`config.mk`:
```
export PLATFORM = sky130hd
export DESIGN_NAME = elastic_pipe_flat
export DESIGN_NICKNAME = d
export VERILOG_FILES = /design/src/rtl/elastic_pipe_if.sv /design/src/rtl/elastic_pipe.sv /design/src/flat_wrapper.sv
export SDC_FILE = /design/constraint.sdc
export NUM_CORES = 1
export LEC_CHECK = 0
export CAP_MARGIN = 20
export CORE_ASPECT_RATIO = 0.5
export CORE_MARGIN = 3
export CORE_UTILIZATION = 56
export CTS_CLUSTER_DIAMETER = 100
export DETAILED_ROUTE_END_ITERATION = 6
export GPL_ROUTABILITY_DRIVEN = 0
export GPL_TIMING_DRIVEN = 1
export PLACE_DENSITY_LB_ADDON = 0.25
export REMOVE_ABC_BUFFERS = 1
export SETUP_SLACK_MARGIN = 0.2
export SYNTH_ARGS = -nofsm -noshare
export SYNTH_HDL_FRONTEND = slang
export SYNTH_SLANG_ARGS = --single-unit
```
`constraint.sdc`:
```
create_clock -name clk -period 2.27 [get_ports clk]
set_input_delay 0.454 -clock clk [delete_from_list [all_inputs] [get_ports clk]]
set_output_delay 0.454 -clock clk [all_outputs]
set_load 0.02 [all_outputs]
```
`src/rtl/elastic_pipe_if.sv`:
```
// Valid/ready stream bundle used on both sides of elastic_pipe.
// master drives valid/data, slave drives ready.
interface elastic_pipe_if #(
  parameter int DATA_WIDTH = 16
);
  logic                  valid;
  logic                  ready;
  logic [DATA_WIDTH-1:0] data;

  modport master (output valid, output data, input ready);
  modport slave  (input valid, input data, output ready);
endinterface

```
`src/rtl/elastic_pipe.sv`:
```
// DEPTH-slice bubble-collapsing valid/ready register pipeline with flush and occupancy count.
// Define ELASTIC_PIPE_SKID_EN to add an output skid register that cuts out_ready -> in_ready.
module elastic_pipe #(
  parameter  int   DATA_WIDTH = 16,
  parameter  int   DEPTH      = 3,
  parameter  logic RST_VALUE  = 1'b0,
  localparam int   OCC_W      = $clog2(DEPTH+2)
) (
  input  logic                 clk,
  input  logic                 rst_n,
  input  logic                 clr,
  elastic_pipe_if.slave        in_if,
  elastic_pipe_if.master       out_if,
  output logic [OCC_W-1:0]     occupancy
);

  localparam logic [DATA_WIDTH-1:0] FILL = {DATA_WIDTH{RST_VALUE}};
`ifdef ELASTIC_PIPE_SKID_EN
  localparam int MAX_OCC = DEPTH + 1;
`else
  localparam int MAX_OCC = DEPTH;
`endif

  if (DEPTH < 1) begin : g_cfg_err
    $error("elastic_pipe: DEPTH must be >= 1");
  end

  logic [DEPTH-1:0]                 v_q, v_d;
  logic [DEPTH-1:0][DATA_WIDTH-1:0] d_q, d_d;
  logic [DEPTH-1:0]                 src_v;
  logic [DEPTH-1:0][DATA_WIDTH-1:0] src_d;
  logic [DEPTH-1:0]                 rdy;
  logic                             tail_rdy;
  logic                             in_xfer, out_xfer;
  logic [OCC_W-1:0]                 occ_q, occ_d;

  // Slice k is free when it or any slice downstream of it holds a bubble,
  // or the stage after the last slice takes its item this cycle.
  for (genvar k = 0; k < DEPTH; k++) begin : g_slice
    assign rdy[k] = tail_rdy | ~(&v_q[DEPTH-1:k]);
    if (k == 0) begin : g_head
      assign src_v[k] = in_if.valid;
      assign src_d[k] = in_if.data;
    end else begin : g_chain
      assign src_v[k] = v_q[k-1];
      assign src_d[k] = d_q[k-1];
    end
  end

  assign in_if.ready = rdy[0] & ~clr;
  assign in_xfer     = in_if.valid & in_if.ready;
  assign out_xfer    = out_if.valid & out_if.ready;
  assign occupancy   = occ_q;

  always_comb begin
    v_d = v_q;
    d_d = d_q;
    if (clr) begin
      v_d = '0;
      d_d = {DEPTH{FILL}};
    end else begin
      for (int k = 0; k < DEPTH; k++) begin
        if (rdy[k]) begin
          v_d[k] = src_v[k];
          // Data only moves with a valid item, so an emptied slice keeps its last payload.
          if (src_v[k]) d_d[k] = src_d[k];
        end
      end
    end
  end

  always_ff @(posedge clk or negedge rst_n) begin
    if (!rst_n) begin
      v_q <= '0;
      d_q <= {DEPTH{FILL}};
    end else begin
      v_q <= v_d;
      d_q <= d_d;
    end
  end

`ifdef ELASTIC_PIPE_SKID_EN
  logic                  sv_q, sv_d;
  logic [DATA_WIDTH-1:0] sd_q, sd_d;

  // The last slice only waits on registered skid state, never on out_ready.
  assign tail_rdy     = ~sv_q;
  assign out_if.valid = sv_q | v_q[DEPTH-1];
  assign out_if.data  = sv_q ? sd_q : d_q[DEPTH-1];

  always_comb begin
    sv_d = sv_q;
    sd_d = sd_q;
    if (clr) begin
      sv_d = 1'b0;
      sd_d = FILL;
    end else if (sv_q) begin
      if (out_if.ready) sv_d = 1'b0;
    end else if (v_q[DEPTH-1] && !out_if.ready) begin
      sv_d = 1'b1;
      sd_d = d_q[DEPTH-1];
    end
  end

  always_ff @(posedge clk or negedge rst_n) begin
    if (!rst_n) begin
      sv_q <= 1'b0;
      sd_q <= FILL;
    end else begin
      sv_q <= sv_d;
      sd_q <= sd_d;
    end
  end
`else
  assign tail_rdy     = out_if.ready;
  assign out_if.valid = v_q[DEPTH-1];
  assign out_if.data  = d_q[DEPTH-1];
`endif

  always_comb begin
    occ_d = occ_q;
    if (clr) begin
      occ_d = '0;
    end else begin
      unique case ({in_xfer, out_xfer})
        2'b10:   occ_d = occ_q + OCC_W'(1);
        2'b01:   occ_d = occ_q - OCC_W'(1);
        default: occ_d = occ_q;
      endcase
    end
  end

  always_ff @(posedge clk or negedge rst_n) begin
    if (!rst_n) occ_q <= '0;
    else        occ_q <= occ_d;
  end

  a_occ_max: assert property (@(posedge clk) disable iff (!rst_n) 32'(occ_q) <= MAX_OCC);
  a_clr_blocks_input: assert property (@(posedge clk) disable iff (!rst_n) clr |-> !in_if.ready);

endmodule

```
`src/flat_wrapper.sv`:
```
// flat-port wrapper written by rule: the top's interface ports become plain ports
module elastic_pipe_flat 
#(
  parameter  int   DATA_WIDTH = 16,
  parameter  int   DEPTH      = 3,
  parameter  logic RST_VALUE  = 1'b0,
  localparam int   OCC_W      = $clog2(DEPTH+2)
)
  (clk, rst_n, clr, occupancy, in_if_valid, in_if_data, in_if_ready, out_if_valid, out_if_data, out_if_ready);
  elastic_pipe_if #(.DATA_WIDTH(DATA_WIDTH)) in_if_i ();
  elastic_pipe_if #(.DATA_WIDTH(DATA_WIDTH)) out_if_i ();
  input  logic clk;
  input  logic rst_n;
  input  logic clr;
  output logic [OCC_W-1:0] occupancy;
  input wire logic [$bits(in_if_i.valid)-1:0] in_if_valid;
  input wire logic [$bits(in_if_i.data)-1:0] in_if_data;
  output wire logic [$bits(in_if_i.ready)-1:0] in_if_ready;
  output wire logic [$bits(out_if_i.valid)-1:0] out_if_valid;
  output wire logic [$bits(out_if_i.data)-1:0] out_if_data;
  input wire logic [$bits(out_if_i.ready)-1:0] out_if_ready;
  assign in_if_i.valid = in_if_valid;
  assign in_if_i.data = in_if_data;
  assign in_if_ready = in_if_i.ready;
  assign out_if_valid = out_if_i.valid;
  assign out_if_data = out_if_i.data;
  assign out_if_i.ready = out_if_ready;
  elastic_pipe #(.DATA_WIDTH(DATA_WIDTH), .DEPTH(DEPTH), .RST_VALUE(RST_VALUE)) u_core (.clk(clk), .rst_n(rst_n), .clr(clr), .in_if(in_if_i), .out_if(out_if_i), .occupancy(occupancy));
endmodule
```
==> results of run 1 <==
## per-stage QoR
stage	cells	hold slack [ns]
2_1_floorplan	143	0.158
3_3_place_gp	245	0.474
3_5_place_dp	245	0.485
4_1_cts	253	0.164
5_1_grt	253	0.191
6_report	253	0.146
## logic make-up after synthesis
logic type | after synthesis | share of synthesized area
flops | 54 | 0.579
buf+inv | 25 | 0.0884
fa+ha+maj | 1 | 0.00857
mux | 2 | 0.00911
compound gates | 57 | 0.221
simple gates | 28 | 0.0938
## cells in the final DEF, fill, tap and decap left out, drive strengths merged, types with 5 or more instances in the layout
master | netlist | routed
nor2 | 9 | 9
clkdlybuf4s50 | 0 | 39
buf | 23 | 11
a21oi | 5 | 5
nand2b | 5 | 5
clkbuf | 1 | 5
dfrtp | 54 | 54
a22o | 48 | 48
## final cells by class
| cell class | instances | area, um^2 | share of cell area |
|---|---|---|---|
| clock buffers | 5 | 68.8 | 0.0246 |
| clock inverters | 3 | 48.8 | 0.0174 |
| inverters | 1 | 3.75 | 0.00134 |
| multi-input cells | 88 | 779 | 0.279 |
| flip-flops and latches | 54 | 1350 | 0.483 |
| well taps | 51 | 63.8 | 0.0228 |
| repair buffers | 51 | 480 | 0.172 |
## state kept, by name, indices dropped and copies added (netlist names)
signal	flops
u_core.d_q	32
u_core.v_q	3
u_core.occupancy	3
u_core.out_if.data	16
## power by group through the flow
stage          Sequential [mW]  Combinational, mW  Clock (mW)
2_1_floorplan             1.03             0.0677           0
3_3_place_gp              1.03              0.175           0
3_5_place_dp              1.03              0.180           0
6_report                  1.01              0.179       0.657
4_1_cts                   1.01              0.180       0.663
5_1_grt                   1.02              0.196       0.715
## timing repair
item / in CTS / in global routing
endpoints found under the setup margin: 1 / 2
hold buffers: 0 / 0
gates resized for setup: 1 / 2
## worst reg2reg max path: cells and delay by family, from the launching register on
kind                   cells  cell delay [ns]
AND/OR/NAND/NOR            2             0.83
AO/OA/AOI/OAI              1             0.24
buffers and inverters      1             0.14
flip-flops                 1             0.50
## how the worst min path moves through the flow
stage,endpoint,slack [ns],depth (start not counted),start
detailed placement,u_core.out_if.data[3],0.49,1,u_core.d_q[19]
CTS,u_core.out_if.data[12],0.16,1,rst_n
finish,u_core.occupancy[1],0.15,1,rst_n
global placement,u_core.d_q[31],0.47,1,u_core.d_q[15]
global route,u_core.out_if.data[5],0.19,1,rst_n
floorplan,u_core.d_q[0],0.16,0,rst_n
## layer usage
layer,wire length (um),GRT usage
met1,1980,0.238
met2,2140,0.329
met3,231,0.0669
met4,0,0.0414
met5,0,0
==> impl_metrics.yaml, run 1 <==
timing:
  finalSetupTns_ns: 0
  layout_min_cycle_time_ns: 1.99
  slew_headroom: 0.485
  fin_skew_ns: 0.00839
  setup_slack_ns: 0.281
  rsz0062_at_grt: "no"
  period_share: 0.876
  slew_viol_final: 0
  hold_viol_final: 0
  worstMarginPinSlew_ns: 0.772
  finalSetupViolCount: 0
  max_freq_ghz: 0.503
critical_path:
  cp-end-kind: "primary output"
  cp_data_arrival_time_ns: 1.53
  reg2reg_slack_ns: 0.51
  critPathKind: "input pin to primary output"
  path_buf_inv: 2
  crit_end: "in_if_ready"
  crit_family: "buffers and inverters"
  path_depth: 4
  cp_cell_sequence: "clkdlybuf4s50_1, and4b_4, nor2_1, clkdlybuf4s15_1"
  cp-start-kind: "input pin"
  slowest_stage: "clkdlybuf4s50_1"
  startpoint: "out_if_ready"
  cp.required_ns: 1.82
  r2r_cells: 4
  worst_path_largest_cell_delay_ns: 0.42
  cp_max_fo: 2
  reg2reg_to: "u_core.d_q[3]"
  timing.rr.start: "u_core.v_q[0]"
floorplan:
  core_mm2: 0.00372
  fp-row-count: 15
  die_area_mm2: 0.00503
  die_x_um: 97.3
  die_y_um: 51.7
  pin_count: 42
  start_util: 0.628
clock_tree:
  clock_tree.root_cell: "clkbuf_8"
  cts_sinks: 54
  clk_latency_ns: 0.30
  path_clk_slew_ns: 0.10
  postCtsSetupRepairBufs: 0
  cts_buffers: 5
  cts.path.max_buffers: 2
  htreeDepth: 2
  cts_tree: "built"
cells_and_area:
  fill_cells: 243
  final_area_mm2: 0.00280
  final_util: 0.753
  nNetsFinal: 223
  synthToLayoutAreaGrowth_pct: 19.8
  num_antenna_cells: 0
  drive_gt1_frac: 0.208
place:
  dp_hpwl_um: 2990
  placed_cell_area_mm2: 0.00268
  portBuffers: 41
  dp_worst_setup_slack_ns: -0.0177
outcome:
  status: "completed"
detailed_routing:
  vias_per_cell: 5.88
  wl_um: 4350
  route.detailed.drc: 0
  drtIter0Drc: 63
  first_pass_iters: 4
  vias: 1487
  drtAntennaViolNets: 0
  wl_per_cell_um: 17.2
power:
  peakVddDrop_v: 0.000335
  cellLeakagePower_nw: 1.30
  p_sw_frac: 0.236
  internal_power_mw: 1.41
  finalPower_mw: 1.85
  p_sw_mw: 0.436
  clkPwrFrac: 0.356
  p_seq_frac: 0.548
  pwr_density_cell_mw_per_mm2: 661
  combPwrFrac: 0.097
synthesis:
  ys.flop_type: "dfrtp_1"
  yosys-top-cells-area: "dfrtp_1 58%, a22o_1 14%, buf_4 5.1%"
  ys_ff_latch: 54
  syn_area_mm2: 0.00233
  synth_top_area_frac: 0.579
  avgSynthCellArea_um2: 14.0
  synth_top_cell_by_area: "dfrtp_1"
  yosysSeqAreaShare: 0.579
  synth_cells: 167
  synth_enable_flop_cells: 0
  async_flop_share: 1.00
  synth_common_cells: "54 x dfrtp_1, 38 x a22o_1, 16 x buf_4, 10 x a22o_2, 8 x nor2_1"
  yosysUniqueCellTypes: 32
  yosys.cell_count.top_type: "dfrtp_1"
  yosys_warnings: 0
global_routing:
  grtUsageTotal: 0.191
  grt_pass1_vias: 1601
  grt_pass1_wl_um: 7560
  overflow: 0
  antenna_found_initial: 0
  grt_max_degree: 28
run:
  cap_violations: 0
min_path:
  hold_class: "input pin to asynchronous set/reset pin"
Power figures use the tool's default switching activity.
==> inputs of run 2 (changes only) <==
CAP_MARGIN = 40   (was 20)
CORE_UTILIZATION = 52   (was 56)
RECOVER_POWER = 50   (was default)
clock period = 2.1 ns   (was 2.27 ns; I/O delays follow)
==> run 2 against run 1 <==
Cell area grew 0.13%. Worst hold slack gained 0.32 ns. Via count is 0.13% lower. First-iteration DRC count increased by 59%. Global-route usage is 1.3 points lower. Die area rose by 7.0%. Highest routed layer is now met4.
==> impl_metrics.yaml, run 2 (synthesized netlist as in run 1, its figures left out) <==
cells_and_area:
  final_cell_mix: "54 x dfrtp_1, 38 x a22o_1, 36 x clkdlybuf4s50_1, 10 x a22o_2, 9 x buf_4"
  top_register: "u_core.d_q"
  largest_reg_flops: 32
  nNetsFinal: 226
  synthToLayoutAreaGrowth_pct: 19.9
  drive_gt1_frac: 0.210
  layout_commonest_cell: "dfrtp_1"
  layout.cells.non_filler: 259
  num_antenna_cells: 0
power:
  peakVddDrop_v: 0.000324
  pwr_density_cell_mw_per_mm2: 671
  cellLeakagePower_nw: 1.32
  finalPower_mw: 1.88
min_path:
  hold_class: "input pin to asynchronous set/reset pin"
floorplan:
  die_y_um: 53.4
  fp-row-count: 16
  pin_count: 42
  core_mm2: 0.00410
  die_area_mm2: 0.00538
  die_x_um: 101
  start_util: 0.569
clock_tree:
  htreeDepth: 2
  clk_latency_ns: 0.30
  clock_tree.root_cell: "clkbuf_8"
  cts_tree: "built"
  cts_sinks: 54
  path_clk_slew_ns: 0.09
  cts.path.max_buffers: 2
  cts_buffers: 5
critical_path:
  slowest_stage: "dlygate4sd3_1"
  cp-end-kind: "flop"
  cp-start-kind: "input pin"
  path_buf_inv: 1
  cp_data_arrival_time_ns: 2.11
  critPathKind: "input pin to flop"
  cp_max_fo: 2
  r2r_cells: 7
  cp.required_ns: 2.33
  reg2reg_to: "u_core.occupancy[2]"
  crit_family: "simple AND/OR/NAND/NOR gates"
  worst_path_largest_cell_delay_ns: 0.55
  cp_cell_sequence: "dlygate4sd3_1, nor2b_2, nor2_1, fa_1, a21boi_0, nor4_1, nand4b_1"
  reg2reg_slack_ns: 0.39
  timing.rr.start: "u_core.v_q[2]"
detailed_routing:
  route.detailed.drc: 0
  vias: 1485
  first_pass_iters: 4
  vias_per_cell: 5.73
  wl_per_cell_um: 17.4
  drtIter0Drc: 100
  wl_um: 4520
  drtAntennaViolNets: 0
timing:
  setup_slack_ns: 0.223
  finalSetupViolCount: 0
  max_freq_ghz: 0.533
  slew_headroom: 0.145
  finalSetupTns_ns: 0
  period_share: 0.894
  hold_viol_final: 0
  slew_viol_final: 0
  fin_hold_ws_ns: 0.470
  rsz0062_at_grt: "no"
  fin_skew_ns: 0.0110
  worstMarginPinSlew_ns: 1.28
  layout_min_cycle_time_ns: 1.88
outcome:
  status: "completed"
run:
  cap_violations: 0
global_routing:
  antenna_found_initial: 0
  grt_pass1_vias: 1488
  grt_max_degree: 55
  overflow: 0
  grt_pass1_wl_um: 7220
  grtUsageTotal: 0.178
place:
  dp_worst_setup_slack_ns: -0.150
  placedCellCount: 248
  portBuffers: 41
  dp_hpwl_um: 3050
-- run 2: changes by cell type in the layout (fill, tap and decap cells not counted), sizes merged --
cell	delta
clkinvlp	-1
clkdlybuf4s50	-3
dlygate4sd3	+1
bufinv	-1
clkbuf	+6
clkinv	+1
dlygate4sd2	+1
dlymetal6s2s	+1
inv	-1
clkdlybuf4s15	-1
-- run 2: power by group --
group / switching [mW] / total (mW) / internal (mW)
clock: 0.320 / 0.587 / 0.267
combinational: 0.103 / 0.198 / 0.0947
sequential: 0.0249 / 1.10 / 1.07
total: 0.448 / 1.88 / 1.43
-- run 2: layout make-up --
| class | count | area (um^2) |
|---|---|---|
| Tap cell | 54 | 67.6 |
| Clock inverter | 1 | 5.00 |
| Timing Repair Buffer | 54 | 502 |
| Clock buffer | 7 | 86.3 |
| Sequential cell | 54 | 1350 |
| Multi-Input combinational cell | 88 | 785 |
| Inverter | 1 | 3.75 |
| Fill cell | 289 | 1300 |
-- run 2: what timing repair did --
item                       CTS  global route
hold buffers                 0             0
setup endpoints to repair    5            31
pin swaps                    0             1
cloned                       0             0
gates resized for setup      3             4
buffers inserted             0             3
-- run 2: how the worst max path moves through the flow --
stage / startpoint / to / cells after the start / slack, ns
after global routing: in_if_valid / u_core.occupancy[2] / 7 / 0.14
after global placement: out_if_ready / in_if_ready / 4 / -0.1
final: in_if_valid / u_core.occupancy[2] / 7 / 0.22
after detailed placement: clr / u_core.d_q[3] / 5 / -0.15
after CTS: out_if_ready / in_if_ready / 4 / 0.16
after floorplan: u_core.v_q[2] / u_core.occupancy[2] / 6 / 0.48
-- run 2: stage by stage --
step / util / area (um^2)
floorplan: - / 2130
global placement: 0.656 / 2690
detailed placement: 0.656 / 2690
CTS: 0.679 / 2790
global route: 0.682 / 2800
finish: 0.682 / 2800
-- run 2: routing by layer --
metal  global-route usage  routed length, um  share of wire  vias up
met5                    0                  0              0        -
met4               0.0447                 10         0.0022        0
met3               0.0382                223          0.049        2
met2                0.302               2150           0.48       45
met1                0.236               2130           0.47      753
li1                     -                  -              -      685
==> inputs of run 3 (changes only) <==
GPL_TIMING_DRIVEN = 0   (was 1)
==> run 3 against run 2 <==
Critical path depth down 4. Wire length down 3.7%. Setup slack better by 0.050 ns. Critical path type is now flop to primary output. Largest cell class unchanged.
==> impl_metrics.yaml, run 3 (synthesized netlist as in run 1, its figures left out) <==
critical_path:
  cp_data_arrival_time_ns: 1.41
  cp_max_fo: 10
  cp_cell_sequence: "and4b_4, nor2_1, clkbuf_2"
  timing.rr.start: "u_core.v_q[2]"
  reg2reg_slack_ns: 0.30
  reg2reg_to: "u_core.d_q[11]"
  cp.required_ns: 1.68
  cp-start-kind: "flop"
  slowest_stage: "dfrtp_1"
  path_buf_inv: 1
  worst_path_largest_cell_delay_ns: 0.57
  crit_family: "flip-flops"
  critPathKind: "flop to primary output"
  cp-end-kind: "primary output"
  r2r_cells: 4
timing:
  rsz0062_at_grt: "no"
  fin_skew_ns: 0.00406
  setup_slack_ns: 0.273
  period_share: 0.870
  finalSetupViolCount: 0
  finalSetupTns_ns: 0
  fin_hold_ws_ns: 0.416
  slew_viol_final: 0
  worstMarginPinSlew_ns: 1.39
  slew_headroom: 0.0736
  layout_min_cycle_time_ns: 1.83
  max_freq_ghz: 0.547
  hold_viol_final: 0
place:
  placed_cell_area_mm2: 0.00263
  dp_worst_setup_slack_ns: -0.644
  dp_hpwl_um: 2920
  portBuffers: 41
  placedCellCount: 239
clock_tree:
  cts_tree: "built"
  htreeDepth: 2
  cts_sinks: 54
  cts.path.max_buffers: 2
  cts_buffers: 5
  clock_tree.root_cell: "clkbuf_8"
  clk_latency_ns: 0.31
  path_clk_slew_ns: 0.09
power:
  pwr_density_cell_mw_per_mm2: 686
  peakVddDrop_v: 0.000322
  p_sw_frac: 0.235
  combPwrFrac: 0.095
  cellLeakagePower_nw: 1.25
  clkPwrFrac: 0.313
  p_seq_frac: 0.592
  internal_power_mw: 1.42
  p_sw_mw: 0.435
global_routing:
  grt_max_degree: 30
  antenna_found_initial: 0
  overflow: 0
  grtUsageTotal: 0.185
  grt_pass1_vias: 1436
  grt_pass1_wl_um: 7240
floorplan:
  pin_count: 42
  die_y_um: 53.4
  start_util: 0.569
  die_x_um: 101
  core_mm2: 0.00410
  die_area_mm2: 0.00538
  fp-row-count: 16
cells_and_area:
  nNetsFinal: 215
  synthToLayoutAreaGrowth_pct: 15.8
  largest_reg_flops: 32
  layout.cells.non_filler: 248
  fill_cells: 312
  top_register: "u_core.d_q"
  num_antenna_cells: 0
  drive_gt1_frac: 0.175
  layout_commonest_cell: "dfrtp_1"
  final_area_mm2: 0.00270
  final_cell_mix: "53 x dfrtp_1, 38 x a22o_1, 35 x clkdlybuf4s50_1, 10 x a22o_2, 8 x nor2_1"
detailed_routing:
  vias_per_cell: 5.76
  drtAntennaViolNets: 0
  drtIter0Drc: 53
  wl_per_cell_um: 17.5
  route.detailed.drc: 0
  vias: 1429
  first_pass_iters: 4
  wl_um: 4350
outcome:
  status: "completed"
min_path:
  hold_class: "input pin to asynchronous set/reset pin"
run:
  cap_violations: 0
## run 3: changes by cell type in the layout (fill, tap and decap cells not counted)
cell             previous run  this run
clkbuf_1                    3         4
dlygate4sd3_1               1         0
dfrtp_2                     0         1
buf_4                       9         0
clkdlybuf4s50_1            36        35
nor2_2                      0         1
dfrtp_1                    54        53
dlymetal6s2s_1              1         0
dlygate4sd2_1               1         2
nor2_4                      1         0
clkbuf_2                    2         1
## run 3: what timing repair did
item | CTS | global route
pin swaps | 0 | 0
buffers inserted | 1 | 0
gates resized for setup | 8 | 6
hold buffers | 0 | 0
endpoints found under the setup margin | 53 | 3
## run 3: power groups by stage
stage	registers (mW)	clock network, mW	logic [mW]
global placement	1.12	0	0.173
global route	1.10	0.639	0.196
finish	1.10	0.581	0.177
detailed placement	1.12	0	0.183
CTS	1.10	0.596	0.182
floorplan	1.12	0	0.0732
## run 3: how the worst max path moves through the flow
| stage | cells past startpoint | startpoint | endpoint | slack [ns] |
|---|---|---|---|---|
| 6_report | 3 | u_core.v_q[2] | in_if_ready | 0.27 |
| 2_1_floorplan | 6 | u_core.v_q[2] | u_core.occupancy[2] | 0.48 |
| 4_1_cts | 3 | u_core.v_q[1] | in_if_ready | 0.16 |
| 3_5_place_dp | 7 | clr | u_core.occupancy[2] | -0.64 |
| 3_3_place_gp | 1 | rst_n | u_core.d_q[0] | -0.83 |
| 5_1_grt | 3 | u_core.v_q[2] | in_if_ready | 0.19 |
## run 3: metal layers
layer | part of all wire | routed length, um | global-route usage | vias to the layer above
li1 | - | - | - | 662
met2 | 0.49 | 2140 | 0.312 | 36
met5 | 0 | 0 | 0 | -
met1 | 0.45 | 1940 | 0.231 | 726
met3 | 0.049 | 214 | 0.0566 | 5
met4 | 0.012 | 54 | 0.0604 | 0
## run 3: worst reg2reg max path, stage by stage, from the launching register on
cell and delay (ns):
dfrtp_1 0.52, and4b_4 0.26, clkbuf_1 0.15, nor2_2 0.57, a22o_1 0.24
## run 3: final cells by class
class	count	area [um^2]	share of cell area
Inverter	1	3.75	0.00139
Timing Repair Buffer	43	409	0.151
Multi-Input combinational cell	88	779	0.288
Clock buffer	7	86.3	0.0319
Sequential cell	54	1350	0.500
Clock inverter	1	5.00	0.00185
Tap cell	54	67.6	0.0250
## run 3: metrics by stage
| step | total power [mW] | util |
|---|---|---|
| detailed placement | 1.30 | 0.640 |
| floorplan | 1.19 | - |
| CTS | 1.88 | 0.664 |
| global route | 1.94 | 0.659 |
| global placement | 1.29 | 0.636 |
| finish | 1.86 | 0.659 |
